[config.mk]
export PLATFORM = sky130hd
export DESIGN_NAME = demux32_bit_1to2_buf
export DESIGN_NICKNAME = d
export VERILOG_FILES = /design/src/rtl/demux32_bit_1to2_buf.sv
export SDC_FILE = /design/constraint.sdc
export NUM_CORES = 1
export LEC_CHECK = 0
export ABC_AREA = 1
export BUFFER_PORTS_ARGS = -buffer_cell sky130_fd_sc_hd__buf_2
export CORE_ASPECT_RATIO = 0.75
export CORE_MARGIN = 1
export CORE_UTILIZATION = 31
export CTS_BUF_LIST = sky130_fd_sc_hd__clkbuf_16
export DETAILED_ROUTE_END_ITERATION = 8
export PLACE_DENSITY_LB_ADDON = 0.1
export SLEW_MARGIN = 15
export SYNTH_ARGS = -nofsm -noshare
export SYNTH_HDL_FRONTEND = slang
export SYNTH_SLANG_ARGS = --single-unit
[constraint.sdc]
create_clock -name Clk -period 10 [get_ports Clk]
set_input_delay 1 -clock Clk [delete_from_list [all_inputs] [get_ports Clk]]
set_output_delay 1 -clock Clk [all_outputs]
set_load 0.005 [all_outputs]
[src/rtl/demux32_bit_1to2_buf.sv]
// Buffered 1-to-2 valid/ready demultiplexer with an independent FIFO per output.
// Optional delivered-word counters are enabled by defining DEMUX_COUNT_EN.
module demux32_bit_1to2_buf #(
    parameter int WIDTH = 32,
    parameter int DEPTH = 2
) (
    input  logic             Clk,
    input  logic             Reset,
    input  logic [WIDTH-1:0] InData,
    input  logic             InSel,
    input  logic             InValid,
    output logic             InReady,
    output logic [WIDTH-1:0] OutA,
    output logic             OutAValid,
    input  logic             OutAReady,
    output logic [WIDTH-1:0] OutB,
    output logic             OutBValid,
    input  logic             OutBReady,
    output logic [15:0]      CountA,
    output logic [15:0]      CountB
);
    localparam int AW = (DEPTH > 1) ? $clog2(DEPTH) : 1;
    localparam int OW = AW + 1;

    logic [1:0]       full;
    logic [1:0]       valid;
    logic [1:0]       ready;
    logic [1:0]       pop;
    logic [WIDTH-1:0] head [2];

    assign ready   = {OutBReady, OutAReady};
    // Readiness follows only the selected side's fullness, never the consumers.
    assign InReady = Reset & ~full[InSel];

    generate
        for (genvar gi = 0; gi < 2; gi++) begin : g_chan
            logic [WIDTH-1:0] mem [DEPTH];
            logic [AW-1:0]    wr_ptr_reg;
            logic [AW-1:0]    rd_ptr_reg;
            logic [OW-1:0]    occ_reg;
            logic             push;

            assign push      = InValid & InReady & (InSel == 1'(gi));
            assign pop[gi]   = valid[gi] & ready[gi];
            assign full[gi]  = (occ_reg == OW'(DEPTH));
            assign valid[gi] = Reset & (occ_reg != '0);
            assign head[gi]  = valid[gi] ? mem[rd_ptr_reg] : '0;

            always_ff @(posedge Clk) begin
                if (push) begin
                    mem[wr_ptr_reg] <= InData;
                end
            end

            always_ff @(posedge Clk) begin
                if (!Reset) begin
                    wr_ptr_reg <= '0;
                    rd_ptr_reg <= '0;
                    occ_reg    <= '0;
                end else begin
                    if (push) begin
                        wr_ptr_reg <= (wr_ptr_reg == AW'(DEPTH - 1)) ? '0 : wr_ptr_reg + AW'(1);
                    end
                    if (pop[gi]) begin
                        rd_ptr_reg <= (rd_ptr_reg == AW'(DEPTH - 1)) ? '0 : rd_ptr_reg + AW'(1);
                    end
                    if (push && !pop[gi]) begin
                        occ_reg <= occ_reg + OW'(1);
                    end else if (!push && pop[gi]) begin
                        occ_reg <= occ_reg - OW'(1);
                    end
                end
            end
        end
    endgenerate

    assign OutA      = head[0];
    assign OutB      = head[1];
    assign OutAValid = valid[0];
    assign OutBValid = valid[1];

`ifdef DEMUX_COUNT_EN
    logic [15:0] count_reg [2];

    generate
        for (genvar gi = 0; gi < 2; gi++) begin : g_count
            // Saturating: a long-running stream pins at all-ones instead of wrapping.
            always_ff @(posedge Clk) begin
                if (!Reset) begin
                    count_reg[gi] <= '0;
                end else if (pop[gi] && count_reg[gi] != 16'hFFFF) begin
                    count_reg[gi] <= count_reg[gi] + 16'd1;
                end
            end
        end
    endgenerate

    assign CountA = Reset ? count_reg[0] : 16'h0;
    assign CountB = Reset ? count_reg[1] : 16'h0;
`else
    assign CountA = 16'h0;
    assign CountB = 16'h0;
`endif

endmodule
## Word level (Yosys, flattened, before mapping)

Memory sizes are Yosys's and may differ from the RTL's. A register that Yosys moved wholly into a read port is not among the register bits.
Index checks and enable logic that the tools add are counted.

| operators by class | value |
|---|---|
| equal/unequal tests | 2 |
| add/sub/neg operators | 8 |
| magnitude comparators | 1 |
| bitwise gates (word level) | 10 |
| multiplexer cells | 20 |
| reductions and logical operators | 12 |

Operators with widths:

| cell | number |
|---|---|
| $mux 32 | 2 |
| $mux 1 | 14 |
| $and 1x1->1 | 8 |
| $mux 2 | 4 |
| $reduce_bool 2->1 | 4 |
| $add 1x1->1 const B | 4 |
| $add 2x1->2 const B | 2 |
| $eq 2x2->1 const B | 2 |
| $logic_and 1x1->1 | 4 |
| $logic_not 1->1 | 4 |
| $sub 2x1->2 const B | 2 |
| $lt 1x2->1 const B | 1 |
| $not 1->1 | 2 |

| storage, ports and cells | value |
|---|---|
| input port bits | 38 |
| bits in registers | 8 |
| memories | 2 |
| logic and storage cells | 61 |
| memory bits (writable) | 128 |

Memory list:

| name | depth | bits a word | read ports | clocked after Yosys merged registers in | write ports | line | RTL |
|---|---|---|---|---|---|---|---|
| g_chan[0].mem | 2 | 32 | 1 | 1 | 1 | 37 | `logic [WIDTH-1:0] mem [DEPTH];` |
| g_chan[1].mem | 2 | 32 | 1 | 1 | 1 | 37 |  |

## Longest topological paths before layout

Gate-level depths: netlist of the first run.

| logic depth | value |
|---|---|
| depth in word-level cells | 11 |
| depth in mapped cells | 9 |
| mapped depth without buffers | 9 |

## Worst setup path after synthesis of the first run

OpenSTA, ideal clock, no wires.

| timing | value |
|---|---|
| path kind | input to register |
| from | input Reset |
| to | memory g_chan[1].mem[0][0], enable pin |
| arrival | 3,458 ps |
| data required time | 9,539 ps |
| setup slack | 6,081 ps |
| stages on the path | 3 |
| buffers on the path | 1 |
| cell sequence | buf_4 nand4_1 nor3_1 |

| on the way | value |
|---|---|
| cells in the longest elaborated chain, start to end | 5 |

Ends and longest elaborated chain:

| item | line | RTL |
|---|---|---|
| start, declared | 8 | `input logic Reset,` |
| $and 1x1->1 | 33 | `assign InReady = Reset & ~full[InSel];` |
| $and 1x1->1 (2 in a row) | 43 | `assign push = InValid & InReady & (InSel == 1'(gi));` |
| $mux 1 | 50 | `if (push) begin` |
| $mux 1 (implied by the code) | 51 | `mem[wr_ptr_reg] <= InData;` |
| end, declared | 37 |  |

No other way between the ends.

## Worst setup path in the final report of the first run

| timing | value |
|---|---|
| from | input Reset |
| to | output OutA[9] |

| on the way | value |
|---|---|
| cells in the longest elaborated chain, start to end | 2 |

Ends and longest elaborated chain:

| item | line | RTL |
|---|---|---|
| $and 1x1->1 | 46 | `assign valid[gi] = Reset & (occ_reg != '0);` |
| $mux 32 | 47 | `assign head[gi] = valid[gi] ? mem[rd_ptr_reg] : '0;` |
| end, declared | 13 | `output logic [WIDTH-1:0] OutA,` |

No other way between the ends.

==> load_flow_metrics.sql, run 1 <==
INSERT INTO impl_metrics (metric_group, metric, value, unit) VALUES
('setup_path', 'setup.worst_path.end_class', 'output port', ''),
('setup_path', 'r2r_slack', '7620', 'ps'),
('cts', 'clock_buffer_count_from_cts', '17', ''),
('timing', 'maxSlewViolCount', '0', ''),
('worst_hold_path', 'min-delay-path-class', 'reg2reg', ''),
('cts', 'cts.hold.buffers_added', '0', ''),
('setup_path', 'rr_worst_depth', '8', ''),
('pwr', 'p_comb_frac', '0.073', ''),
('pwr', 'vdd_ir_drop_max', '93.7', 'uV'),
('grt', 'first_global_vias', '3260', ''),
('timing', 'setup-violations-final', '0', ''),
('yosys', 'avgSynthCellArea', '13.6', 'um^2'),
('die', 'placementRows', '43', ''),
('setup_path', 'crit_path_cell_trace', 'buf_2 -> inv_2 -> a21oi_4 -> nand2_1 -> inv_1 -> buf_2', ''),
('place', 'dpl.hpwl', '7.18', 'mm'),
('setup_path', 'critical_path.startpoint_type', 'input port', ''),
('setup_path', 'crit_buf_inv', '4', ''),
('routing', 'routed_wl_per_cell', '14.7', 'um'),
('setup_path', 'timing.critical_path.to', 'OutA[9]', ''),
('setup_path', 'cpPeakStageDelay', '830', 'ps'),
('grt', 'maximum_number_of_pins_on_one_net_before_global_route_repair', '35', ''),
('cts', 'post_cts_resized', '0', ''),
('place', 'buffer_ports.inserted', '104', ''),
('die', 'chipHeight', '121', 'um'),
('cts', 'worstSkewPairLatency', '410', 'ps'),
('timing', 'fmaxAchievable', '280', 'MHz'),
('setup_path', 'regToRegStartpoint', 'g_chan[1].occ_reg[1]', ''),
('setup_path', 'cpLargestDelayFamily', 'compound AO/OA/AOI/OAI gates', ''),
('setup_path', 'critical-path-slowest-cell', 'sky130_fd_sc_hd__a21oi_4', ''),
('routing', 'number_of_vias_per_cell_after_detailed_routing', '4.12', ''),
('yosys', 'synthSimpleGateAreaFrac', '0.0599', ''),
('grt', 'antenna_found_initial', '3', ''),
('pwr', 'power.switching', '0.298', 'mW'),
('routing', 'drt_first_iter_violations', '121', ''),
('routing', 'detail_route.drc_violations', '0', ''),
('cts', 'clock_tree.buffer_depth', '2', ''),
('place', 'routabilityCongestion', '0.714', ''),
('yosys', 'synth_compound_gate_area_share', '0.0158', ''),
('yosys', 'synth_xor_area_frac', '0.00300', ''),
('flow_run', 'cap_viol_max_count', '0', ''),
('outcome', 'run_status', 'completed', ''),
('timing', 'finalClockSkew', '8.50', 'ps'),
('grt', 'track_usage', '0.127', ''),
('yosys', 'synth.distinct_cells', '20', ''),
('cells_and_area', 'layout_common_cells', 'sky130_fd_sc_hd__edfxtp_1, sky130_fd_sc_hd__buf_2, sky130_fd_sc_hd__nand2_1, sky130_fd_sc_hd__inv_1, sky130_fd_sc_hd__mux2_1', ''),
('routing', 'drt.antenna.violating_nets', '0', ''),
('cts', 'clkSlewWorstSetupHoldPaths', '60', 'ps'),
('yosys', 'ys_async_sr_fraction', '0', ''),
('routing', 'postRouteWirelength', '11.8', 'mm'),
('die', 'floorplan.die_area', '19400', 'um^2'),
('setup_path', 'cp.arrival', '2570', 'ps'),
('die', 'floorplan.initialDensity', '0.317', ''),
('die', 'floorplan.core_area', '18500', 'um^2'),
('yosys', 'adder_cell_fraction_of_synth_area', '0.00428', ''),
('cells_and_area', 'areaGrowthSynthToFinish', '21.2', '%'),
('timing', 'period_minus_slack', '3570', 'ps'),
('yosys', 'synth.area.mux_share', '0.123', ''),
('setup_path', 'timing.critical_path.depth', '6', ''),
('cells_and_area', 'layout-drive-gt1-share', '0.325', ''),
('yosys', 'synth-warning-count', '0', ''),
('yosys', 'synth_seq_cells', '138', ''),
('grt', 'grt_pass1_wl', '18.1', 'mm'),
('timing', 'totalNegativeSetupSlack', '0', 'ps'),
('die', 'die_w', '161', 'um'),
('pwr', 'power.density_cell_area', '190', 'nW/um^2'),
('cells_and_area', 'final_cell_count_no_fill', '802', ''),
('pwr', 'power_leakage', '3.18', 'nW'),
('yosys', 'synth_top_flop_cell', 'sky130_fd_sc_hd__edfxtp_1', ''),
('timing', 'worst_pin_slew', '1090', 'ps'),
('grt', 'total_gr_overflow', '0', ''),
('cells_and_area', 'mostFrequentLayoutCell', 'sky130_fd_sc_hd__edfxtp_1', '');
==> how the worst min path moves through the flow <==
stage                                      end  depth (start not counted)                  from  slack [ps]
after floorplan                      flip-flop                          2  g_chan[0].rd_ptr_reg         470
after global placement    g_chan[1].rd_ptr_reg                          2  g_chan[1].rd_ptr_reg         490
after detailed placement  g_chan[0].rd_ptr_reg                          2  g_chan[0].rd_ptr_reg         500
after CTS                            flip-flop                          2  g_chan[0].rd_ptr_reg         510
after global routing      g_chan[1].rd_ptr_reg                          2  g_chan[1].rd_ptr_reg         540
final                     g_chan[0].rd_ptr_reg                          2  g_chan[0].rd_ptr_reg         510
==> area by class of cell <==
class | instances | area, um^2
fillers | 1803 | 11400
clock inverters | 15 | 135
diodes | 2 | 5.00
inverters | 73 | 274
multi-input cells | 203 | 1350
well taps | 247 | 309
flip-flops and latches | 138 | 4050
repair buffers | 107 | 543
clock buffers | 17 | 425
==> Yosys cell counts (all sizes together) (2+ instances only) <==
cell type	count	area [um^2]
nand4	3	18.8
dfxtp	10	200
buf	47	318
a21oi	8	62.6
inv	73	274
o21ai	6	30.0
mux2	64	721
edfxtp	128	3840
nor2	12	45.0
xor2	2	17.5
nand2	71	272
nand3	2	10.0
ha	2	25.0
==> tightest hold or removal path, cell delays in order (launching register included) <==
cell and delay [ps]:
sky130_fd_sc_hd__dfxtp_1 320, sky130_fd_sc_hd__xor2_1 80, sky130_fd_sc_hd__nor2_1 80
==> kinds of logic (layout without fill, tap and decap cells) <==
group | Yosys count | in the layout
AO/OA/AOI/OAI | 14 | 14
buffers and inverters | 120 | 212
adder cells (fa/ha/maj) | 2 | 2
other | 1 | 34
AND/OR/NAND/NOR | 89 | 89
multiplexers | 64 | 64
XOR/XNOR | 2 | 2
flip-flops | 138 | 138
==> power by group through the flow <==
| stage | sequential [mW] | combinational (mW) | clock (mW) |
|---|---|---|---|
| detailed placement | 0.671 | 0.101 | 0 |
| global route | 0.660 | 0.112 | 0.631 |
| finish | 0.658 | 0.0981 | 0.592 |
| global placement | 0.670 | 0.100 | 0 |
| CTS | 0.659 | 0.101 | 0.607 |
| floorplan | 0.662 | 0.0728 | 0 |
==> per-layer routing <==
| layer | track usage | up-vias | part of all wire |
|---|---|---|---|
| met1 | 0.170 | 1601 | 0.48 |
| met5 | 0 | - | 0 |
| met2 | 0.195 | 91 | 0.44 |
| met3 | 0.0424 | 11 | 0.064 |
| met4 | 0.0393 | 0 | 0.010 |
| li1 | - | 1601 | - |
==> through the flow <==
stage,cell area (um^2),power (mW),setup slack (ps),utilization
4_1_cts,7080,1.37,6310,0.384
3_3_place_gp,6520,0.771,6350,0.353
2_1_floorplan,5960,0.735,6080,-
6_report,7080,1.35,6430,0.384
3_5_place_dp,6520,0.772,6320,0.353
5_1_grt,7080,1.40,6160,0.384
Power figures use the tool's default switching activity.
==> inputs of run 2 (changes only) <==
Settings changed: ABC_AREA 1 to 0.
Clock period 10 ns to 3.15 ns, I/O delays scaled along.
==> run 2 against run 1 <==
Synthesized cell count down 16%; non-clock buffer count up 7; count of clock-buffer cells in the layout did not move; total power grew to 3.1 times the previous value; final area down 4.3%; sequential share of layout area is 2.6 points higher; clock skew down 4.6 ps; first-iteration DRC count is 19% higher; final cell count fell by 9.7%; global-route usage rose by 0.48 points; critical path type is now reg2out; largest cell class unchanged.
==> load_flow_metrics.sql, run 2 <==
INSERT INTO impl_metrics (metric_group, metric, value, unit) VALUES
('grt', 'track_usage', '0.132', ''),
('routing', 'drt_first_iter_violations', '144', ''),
('yosys', 'synth_seq_cells', '138', ''),
('yosys', 'synth_top_flop_cell', 'sky130_fd_sc_hd__edfxtp_1', ''),
('cts', 'clock_buffer_count_from_cts', '17', ''),
('pwr', 'clock_power_share', '0.400', ''),
('cells_and_area', 'final_core_util', '0.396', ''),
('die', 'floorplan.core_area', '17100', 'um^2'),
('cells_and_area', 'num-nets-final', '518', ''),
('setup_path', 'critical-path-slowest-cell', 'sky130_fd_sc_hd__dfxtp_2', ''),
('pwr', 'power.density_cell_area', '625', 'nW/um^2'),
('die', 'floorplan.initialDensity', '0.323', ''),
('cts', 'ctsRootBufferMaster', 'sky130_fd_sc_hd__clkbuf_16', ''),
('pwr', 'power_switching_share', '0.225', ''),
('cts', 'post_cts_resized', '0', ''),
('worst_hold_path', 'worst_hold_startpoint', 'InData[28]', ''),
('yosys', 'synth.distinct_cells', '23', ''),
('flow_run', 'cap_viol_max_count', '0', ''),
('place', 'buffer_ports.inserted', '104', ''),
('die', 'die_w', '156', 'um'),
('cells_and_area', 'areaGrowthSynthToFinish', '22.5', '%'),
('grt', 'first_global_vias', '3022', ''),
('setup_path', 'timing.critical_path.depth', '4', ''),
('routing', 'detail_route.drc_violations', '0', ''),
('die', 'chipHeight', '118', 'um'),
('setup_path', 'worst_ep_required_time', '2830', 'ps'),
('setup_path', 'setup.worst_path.class', 'reg2out', ''),
('timing', 'period_minus_slack', '2210', 'ps'),
('cts', 'cts_setup_buffers', '0', ''),
('grt', 'maximum_number_of_pins_on_one_net_before_global_route_repair', '33', ''),
('setup_path', 'rr_worst_depth', '4', ''),
('worst_hold_path', 'holdPathEnd', 'g_chan[1].mem[0][28]', ''),
('yosys', 'ys_async_sr_fraction', '0', ''),
('cells_and_area', 'layout_common_cells', 'sky130_fd_sc_hd__edfxtp_1, sky130_fd_sc_hd__buf_2, sky130_fd_sc_hd__nor2_1, sky130_fd_sc_hd__mux2i_1, sky130_fd_sc_hd__conb_1', ''),
('grt', 'grt_pass1_wl', '17.3', 'mm'),
('yosys', 'yosysMostFrequentCell', 'sky130_fd_sc_hd__edfxtp_1', ''),
('cts', 'clkSlewWorstSetupHoldPaths', '50', 'ps'),
('routing', 'postRouteWirelength', '11.5', 'mm'),
('place', 'placedInstanceArea', '6280', 'um^2'),
('pwr', 'design_power_total', '4.23', 'mW'),
('yosys', 'netlist_area', '5530', 'um^2'),
('cells_and_area', 'final_cell_count_no_fill', '724', ''),
('cts', 'cts.htree.levels', '4', ''),
('die', 'io_pins', '137', ''),
('routing', 'dr.pass1.iters', '6', ''),
('setup_path', 'crit_fanout', '23', ''),
('routing', 'drt.antenna.violating_nets', '0', ''),
('cts', 'cts.hold.buffers_added', '0', ''),
('yosys', 'syn_inst', '361', ''),
('pwr', 'power.switching', '0.953', 'mW'),
('setup_path', 'critical_path.startpoint_type', 'flip-flop', ''),
('pwr', 'seqPwrFrac', '0.498', ''),
('setup_path', 'crit_path_cell_trace', 'buf_4 -> mux2i_1 -> nor2_1 -> buf_2', ''),
('grt', 'total_gr_overflow', '0', ''),
('timing', 'whs', '120', 'ps'),
('place', 'dpl.hpwl', '7.64', 'mm'),
('timing', 'worst_slew_margin_rel', '0.620', ''),
('pwr', 'internal_power', '3.28', 'mW'),
('cts', 'clock_sink_count', '138', ''),
('cts', 'clock_tree.buffer_depth', '2', ''),
('setup_path', 'cp.arrival', '1890', 'ps'),
('routing', 'routed_wl_per_cell', '15.8', 'um'),
('cells_and_area', 'fin_area', '6780', 'um^2'),
('grt', 'antenna_found_initial', '0', ''),
('pwr', 'vdd_ir_drop_max', '376', 'uV'),
('yosys', 'synth.top_cells.by_area', 'sky130_fd_sc_hd__edfxtp_1, sky130_fd_sc_hd__mux2i_1, sky130_fd_sc_hd__buf_4, sky130_fd_sc_hd__nor2_1, sky130_fd_sc_hd__dfxtp_1', ''),
('timing', 'setup_repair_after_global_routing_missed_its_margin', 'false', ''),
('pwr', 'power_leakage', '2.55', 'nW'),
('setup_path', 'cpPeakStageDelay', '510', 'ps'),
('worst_hold_path', 'min-delay-path-class', 'in2reg', ''),
('timing', 'worst_pin_slew', '567', 'ps'),
('timing', 'totalNegativeSetupSlack', '0', 'ps'),
('cells_and_area', 'num_antenna_cells', '0', ''),
('place', 'dpl.cell_count', '695', ''),
('die', 'placementRows', '41', ''),
('setup_path', 'regToRegStartpoint', 'g_chan[0].occ_reg[0]', ''),
('outcome', 'run_status', 'completed', ''),
('cts', 'cts_tree', 'yes', ''),
('yosys', 'synth-warning-count', '0', ''),
('timing', 'setup-violations-final', '0', ''),
('setup_path', 'r2r_slack', '1150', 'ps'),
('yosys', 'synth_common_cells', 'sky130_fd_sc_hd__edfxtp_1, sky130_fd_sc_hd__nor2_1, sky130_fd_sc_hd__mux2i_1', ''),
('cells_and_area', 'layout-drive-gt1-share', '0.289', ''),
('setup_path', 'critical_path.reg2reg.endpoint', 'g_chan[0].mem[1][2]', ''),
('routing', 'number_of_vias_per_cell_after_detailed_routing', '4.26', ''),
('timing', 'fmaxAchievable', '453', 'MHz'),
('setup_path', 'setup.worst_path.end_class', 'output port', ''),
('cts', 'worstSkewPairLatency', '410', 'ps'),
('yosys', 'largest_area_contributor_in_the_netlist', 'sky130_fd_sc_hd__edfxtp_1', ''),
('setup_path', 'crit_buf_inv', '2', ''),
('worst_hold_path', 'hold-path-cell-count', '1', ''),
('cells_and_area', 'largest_register_ff_count', '128', ''),
('yosys', 'yosysSeqAreaShare', '0.731', ''),
('timing', 'timing.final.crit_share', '0.700', ''),
('pwr', 'p_comb_frac', '0.102', ''),
('setup_path', 'cpLargestDelayFamily', 'buffers and inverters', ''),
('timing', 'finalClockSkew', '3.92', 'ps'),
('timing', 'report.final.hold_viol_count', '0', ''),
('yosys', 'synth.top_cell.area_share', '0.695', ''),
('routing', 'detailroute.via_count', '3087', ''),
('yosys', 'avgSynthCellArea', '15.3', 'um^2'),
('timing', 'maxSlewViolCount', '0', ''),
('timing', 'final.setup.worst_slack', '943', 'ps'),
('cells_and_area', 'mostFrequentLayoutCell', 'sky130_fd_sc_hd__edfxtp_1', ''),
('place', 'place_ws', '892', 'ps'),
('die', 'floorplan.die_area', '18400', 'um^2'),
('place', 'routabilityCongestion', '0.710', ''),
('yosys', 'synth-edff-count', '128', '');
[run 2: cell types whose count changed after synthesis, sizes merged, moves of 4 or more]
cell | previous run | this run
mux2i | 0 | 64
inv | 73 | 3
a21oi | 8 | 4
nand2 | 71 | 3
nor2 | 12 | 71
or3 | 0 | 4
mux2 | 64 | 1
xor2 | 2 | 6
[run 2: power by group through the flow]
stage | clock network [mW] | registers [mW] | logic, mW
final | 1.69 | 2.11 | 0.430
after global routing | 1.82 | 2.12 | 0.481
after CTS | 1.74 | 2.11 | 0.441
after detailed placement | 0 | 2.15 | 0.440
after global placement | 0 | 2.15 | 0.435
after floorplan | 0 | 2.12 | 0.305
[run 2: cells by family (layout without fill, tap and decap cells)]
logic type               count (synthesis)  count (layout)  share of synthesized area
adder cells (fa/ha/maj)                  2               2                    0.00452
other                                    1              32                   0.000678
buffers and inverters                   50             146                     0.0615
AO/OA/AOI/OAI                           12              12                     0.0109
multiplexers                            65              65                      0.118
XOR/XNOR                                 6               6                    0.00950
flip-flops                             138             138                      0.731
AND/OR/NAND/NOR                         87              87                     0.0644
[run 2: worst reg2reg max path, delay by kind of cell, from the launching register on]
kind                   cells  cell delay (ps)
and+or+nand+nor            3              870
DFF                        1              460
buffers and inverters      1              350
[run 2: how the worst max path moves through the flow]
stage,startpoint,slack (ps),endpoint
after detailed placement,Reset,890,g_chan[0].mem[1][7]
final,flip-flop,940,OutA[12]
after CTS,g_chan[0].occ_reg[0],880,OutA[12]
after floorplan,InSel,370,g_chan[0].mem[0][0]
after global placement,Reset,910,g_chan[0].mem[1][5]
after global routing,g_chan[0].occ_reg[1],810,OutA[12]
[run 2: cell type report]
type | instances | area [um^2]
clock buffer | 17 | 425
inverter | 3 | 11.3
multi-input combinational | 204 | 1320
sequential | 138 | 4050
timing repair buffer | 114 | 608
clock inverter | 12 | 71.3
fill | 1661 | 10400
tap | 236 | 295
[run 2: layer usage]
layer / share of wire / up-vias / global-route usage
li1: - / 1479 / -
met1: 0.48 / 1501 / 0.177
met2: 0.46 / 99 / 0.198
met3: 0.052 / 8 / 0.0438
met4: 0.010 / 0 / 0.0478
met5: 0 / - / 0
==> inputs of run 3 (changes only) <==
Settings changed: ABC_AREA 0 to 1.
Clock period 3.15 ns to 2.2 ns, I/O delays scaled along.
==> run 3 against run 2 <==
Final area is 7.2% higher; largest cell class unchanged; critical path depth up 2; worst setup slack got worse by 700 ps; total power rose by 52%; critical endpoint is now OutB[12]; combinational power grew 19%; hold slack got worse by 96 ps.
==> load_flow_metrics.sql, run 3 (synthesis results as in run 1) <==
INSERT INTO impl_metrics (metric_group, metric, value, unit) VALUES
('setup_path', 'critical_path.reg2reg.endpoint', 'g_chan[0].occ_reg[1]', ''),
('setup_path', 'setup.worst_path.class', 'reg2out', ''),
('timing', 'period_minus_slack', '1950', 'ps'),
('pwr', 'power_leakage', '3.27', 'nW'),
('cts', 'clock_sink_count', '138', ''),
('timing', 'maxSlewViolCount', '0', ''),
('grt', 'total_gr_overflow', '0', ''),
('pwr', 'power.density_cell_area', '888', 'nW/um^2'),
('cts', 'clkSlewWorstSetupHoldPaths', '60', 'ps'),
('cts', 'cts.htree.levels', '4', ''),
('pwr', 'vdd_ir_drop_max', '564', 'uV'),
('cells_and_area', 'areaGrowthSynthToFinish', '24.4', '%'),
('cts', 'clock_buffer_count_from_cts', '17', ''),
('die', 'chipHeight', '121', 'um'),
('routing', 'number_of_vias_per_cell_after_detailed_routing', '4.10', ''),
('place', 'dpl.hpwl', '8.00', 'mm'),
('routing', 'detailroute.via_count', '3337', ''),
('grt', 'track_usage', '0.133', ''),
('outcome', 'run_status', 'completed', ''),
('setup_path', 'crit_top_cell', 'sky130_fd_sc_hd__inv_1', ''),
('cells_and_area', 'fin_area', '7270', 'um^2'),
('cts', 'cts.hold.buffers_added', '0', ''),
('place', 'placedInstanceArea', '6640', 'um^2'),
('place', 'dpl.cell_count', '780', ''),
('die', 'floorplan.die_area', '19400', 'um^2'),
('setup_path', 'cpPeakStageDelay', '380', 'ps'),
('timing', 'totalNegativeSetupSlack', '0', 'ps'),
('setup_path', 'crit_path_cell_trace', 'inv_1 -> a21oi_4 -> buf_4 -> nand2_1 -> inv_1 -> buf_2', ''),
('timing', 'final.setup.worst_slack', '248', 'ps'),
('cts', 'ctsRootBufferMaster', 'sky130_fd_sc_hd__clkbuf_16', ''),
('routing', 'routed_wl_per_cell', '15.1', 'um'),
('place', 'routabilityCongestion', '0.740', ''),
('setup_path', 'regToRegStartpoint', 'g_chan[0].occ_reg[0]', ''),
('routing', 'postRouteWirelength', '12.3', 'mm'),
('setup_path', 'cp.arrival', '1730', 'ps'),
('cells_and_area', 'final_core_util', '0.394', ''),
('timing', 'setup_repair_after_global_routing_missed_its_margin', 'false', ''),
('die', 'floorplan.initialDensity', '0.317', ''),
('timing', 'setup-violations-final', '0', ''),
('cells_and_area', 'final_cell_count_no_fill', '813', ''),
('setup_path', 'critical-path-slowest-cell', 'sky130_fd_sc_hd__buf_4', ''),
('place', 'place_ws', '419', 'ps'),
('timing', 'fmaxAchievable', '512', 'MHz'),
('grt', 'maximum_number_of_pins_on_one_net_before_global_route_repair', '28', ''),
('grt', 'first_global_vias', '3323', ''),
('timing', 'timing.final.crit_share', '0.887', ''),
('setup_path', 'crit_fanout', '26', ''),
('cts', 'cts_setup_buffers', '0', ''),
('cells_and_area', 'mostFrequentLayoutCell', 'sky130_fd_sc_hd__edfxtp_1', ''),
('timing', 'whs', '24.4', 'ps'),
('cells_and_area', 'layout-drive-gt1-share', '0.347', ''),
('setup_path', 'r2r_slack', '430', 'ps'),
('cts', 'post_cts_resized', '0', ''),
('die', 'io_pins', '137', ''),
('setup_path', 'critical_path_origin', 'g_chan[1].occ_reg[1]', ''),
('pwr', 'design_power_total', '6.45', 'mW'),
('routing', 'drt_first_iter_violations', '150', ''),
('grt', 'antenna_found_initial', '1', ''),
('place', 'buffer_ports.inserted', '104', ''),
('worst_hold_path', 'min-delay-path-class', 'in2reg', ''),
('cells_and_area', 'num-nets-final', '592', ''),
('die', 'placementRows', '43', ''),
('die', 'die_w', '161', 'um'),
('timing', 'finalClockSkew', '3.98', 'ps'),
('setup_path', 'cpLargestDelayFamily', 'buffers and inverters', ''),
('cts', 'cts_tree', 'yes', ''),
('grt', 'grt_pass1_wl', '18.7', 'mm'),
('cts', 'clock_tree.buffer_depth', '2', ''),
('cells_and_area', 'num-fill-cells', '1788', ''),
('setup_path', 'critical_path.startpoint_type', 'flip-flop', ''),
('setup_path', 'timing.critical_path.depth', '6', ''),
('setup_path', 'timing.critical_path.to', 'OutB[12]', ''),
('routing', 'drt.antenna.violating_nets', '0', ''),
('die', 'floorplan.core_area', '18500', 'um^2'),
('cells_and_area', 'layout_common_cells', 'sky130_fd_sc_hd__edfxtp_1, sky130_fd_sc_hd__buf_2, sky130_fd_sc_hd__nand2_1, sky130_fd_sc_hd__inv_1, sky130_fd_sc_hd__mux2_1', ''),
('routing', 'detail_route.drc_violations', '0', ''),
('flow_run', 'cap_viol_max_count', '0', ''),
('timing', 'report.final.hold_viol_count', '0', ''),
('setup_path', 'crit_buf_inv', '4', ''),
('cells_and_area', 'largest_register_ff_count', '128', ''),
('setup_path', 'worst_ep_required_time', '1980', 'ps'),
('setup_path', 'setup.worst_path.end_class', 'output port', ''),
('cts', 'worstSkewPairLatency', '410', 'ps'),
('routing', 'dr.pass1.iters', '4', ''),
('setup_path', 'rr_worst_depth', '9', '');
-- run 3: metal layers --
layer | wire, um | track usage
met5 | 0 | 0
met4 | 131 | 0.0518
met3 | 616 | 0.0414
met2 | 5380 | 0.199
met1 | 6130 | 0.180
-- run 3: area by class of cell --
class | instances | area [um^2] | share of cell area
Inverter | 73 | 274 | 0.0377
Sequential cell | 138 | 4050 | 0.557
Antenna cell | 1 | 2.50 | 0.000344
Timing Repair Buffer | 119 | 658 | 0.0905
Clock inverter | 15 | 199 | 0.0274
Tap cell | 247 | 309 | 0.0425
Clock buffer | 17 | 425 | 0.0585
Multi-Input combinational cell | 203 | 1350 | 0.186
-- run 3: worst min-delay path by stage --
stage,from,end,slack (ps),cells past startpoint
2_1_floorplan,InData[0],g_chan[0].mem[0][0],320,0
4_1_cts,InData[6],g_chan[1].mem[1][6],0.9,1
6_report,InData[22],g_chan[1].mem[0][22],20,1
5_1_grt,InData[2],g_chan[0].mem[0][2],6,1
3_3_place_gp,InData[22],g_chan[1].mem[0][22],440,1
3_5_place_dp,InData[22],g_chan[1].mem[0][22],440,1
-- run 3: report_power, final --
group / total (mW) / internal (mW) / switching (mW)
Sequential: 2.96 / 2.94 / 0.0255
Combinational: 0.512 / 0.208 / 0.304
Clock: 2.98 / 1.90 / 1.08
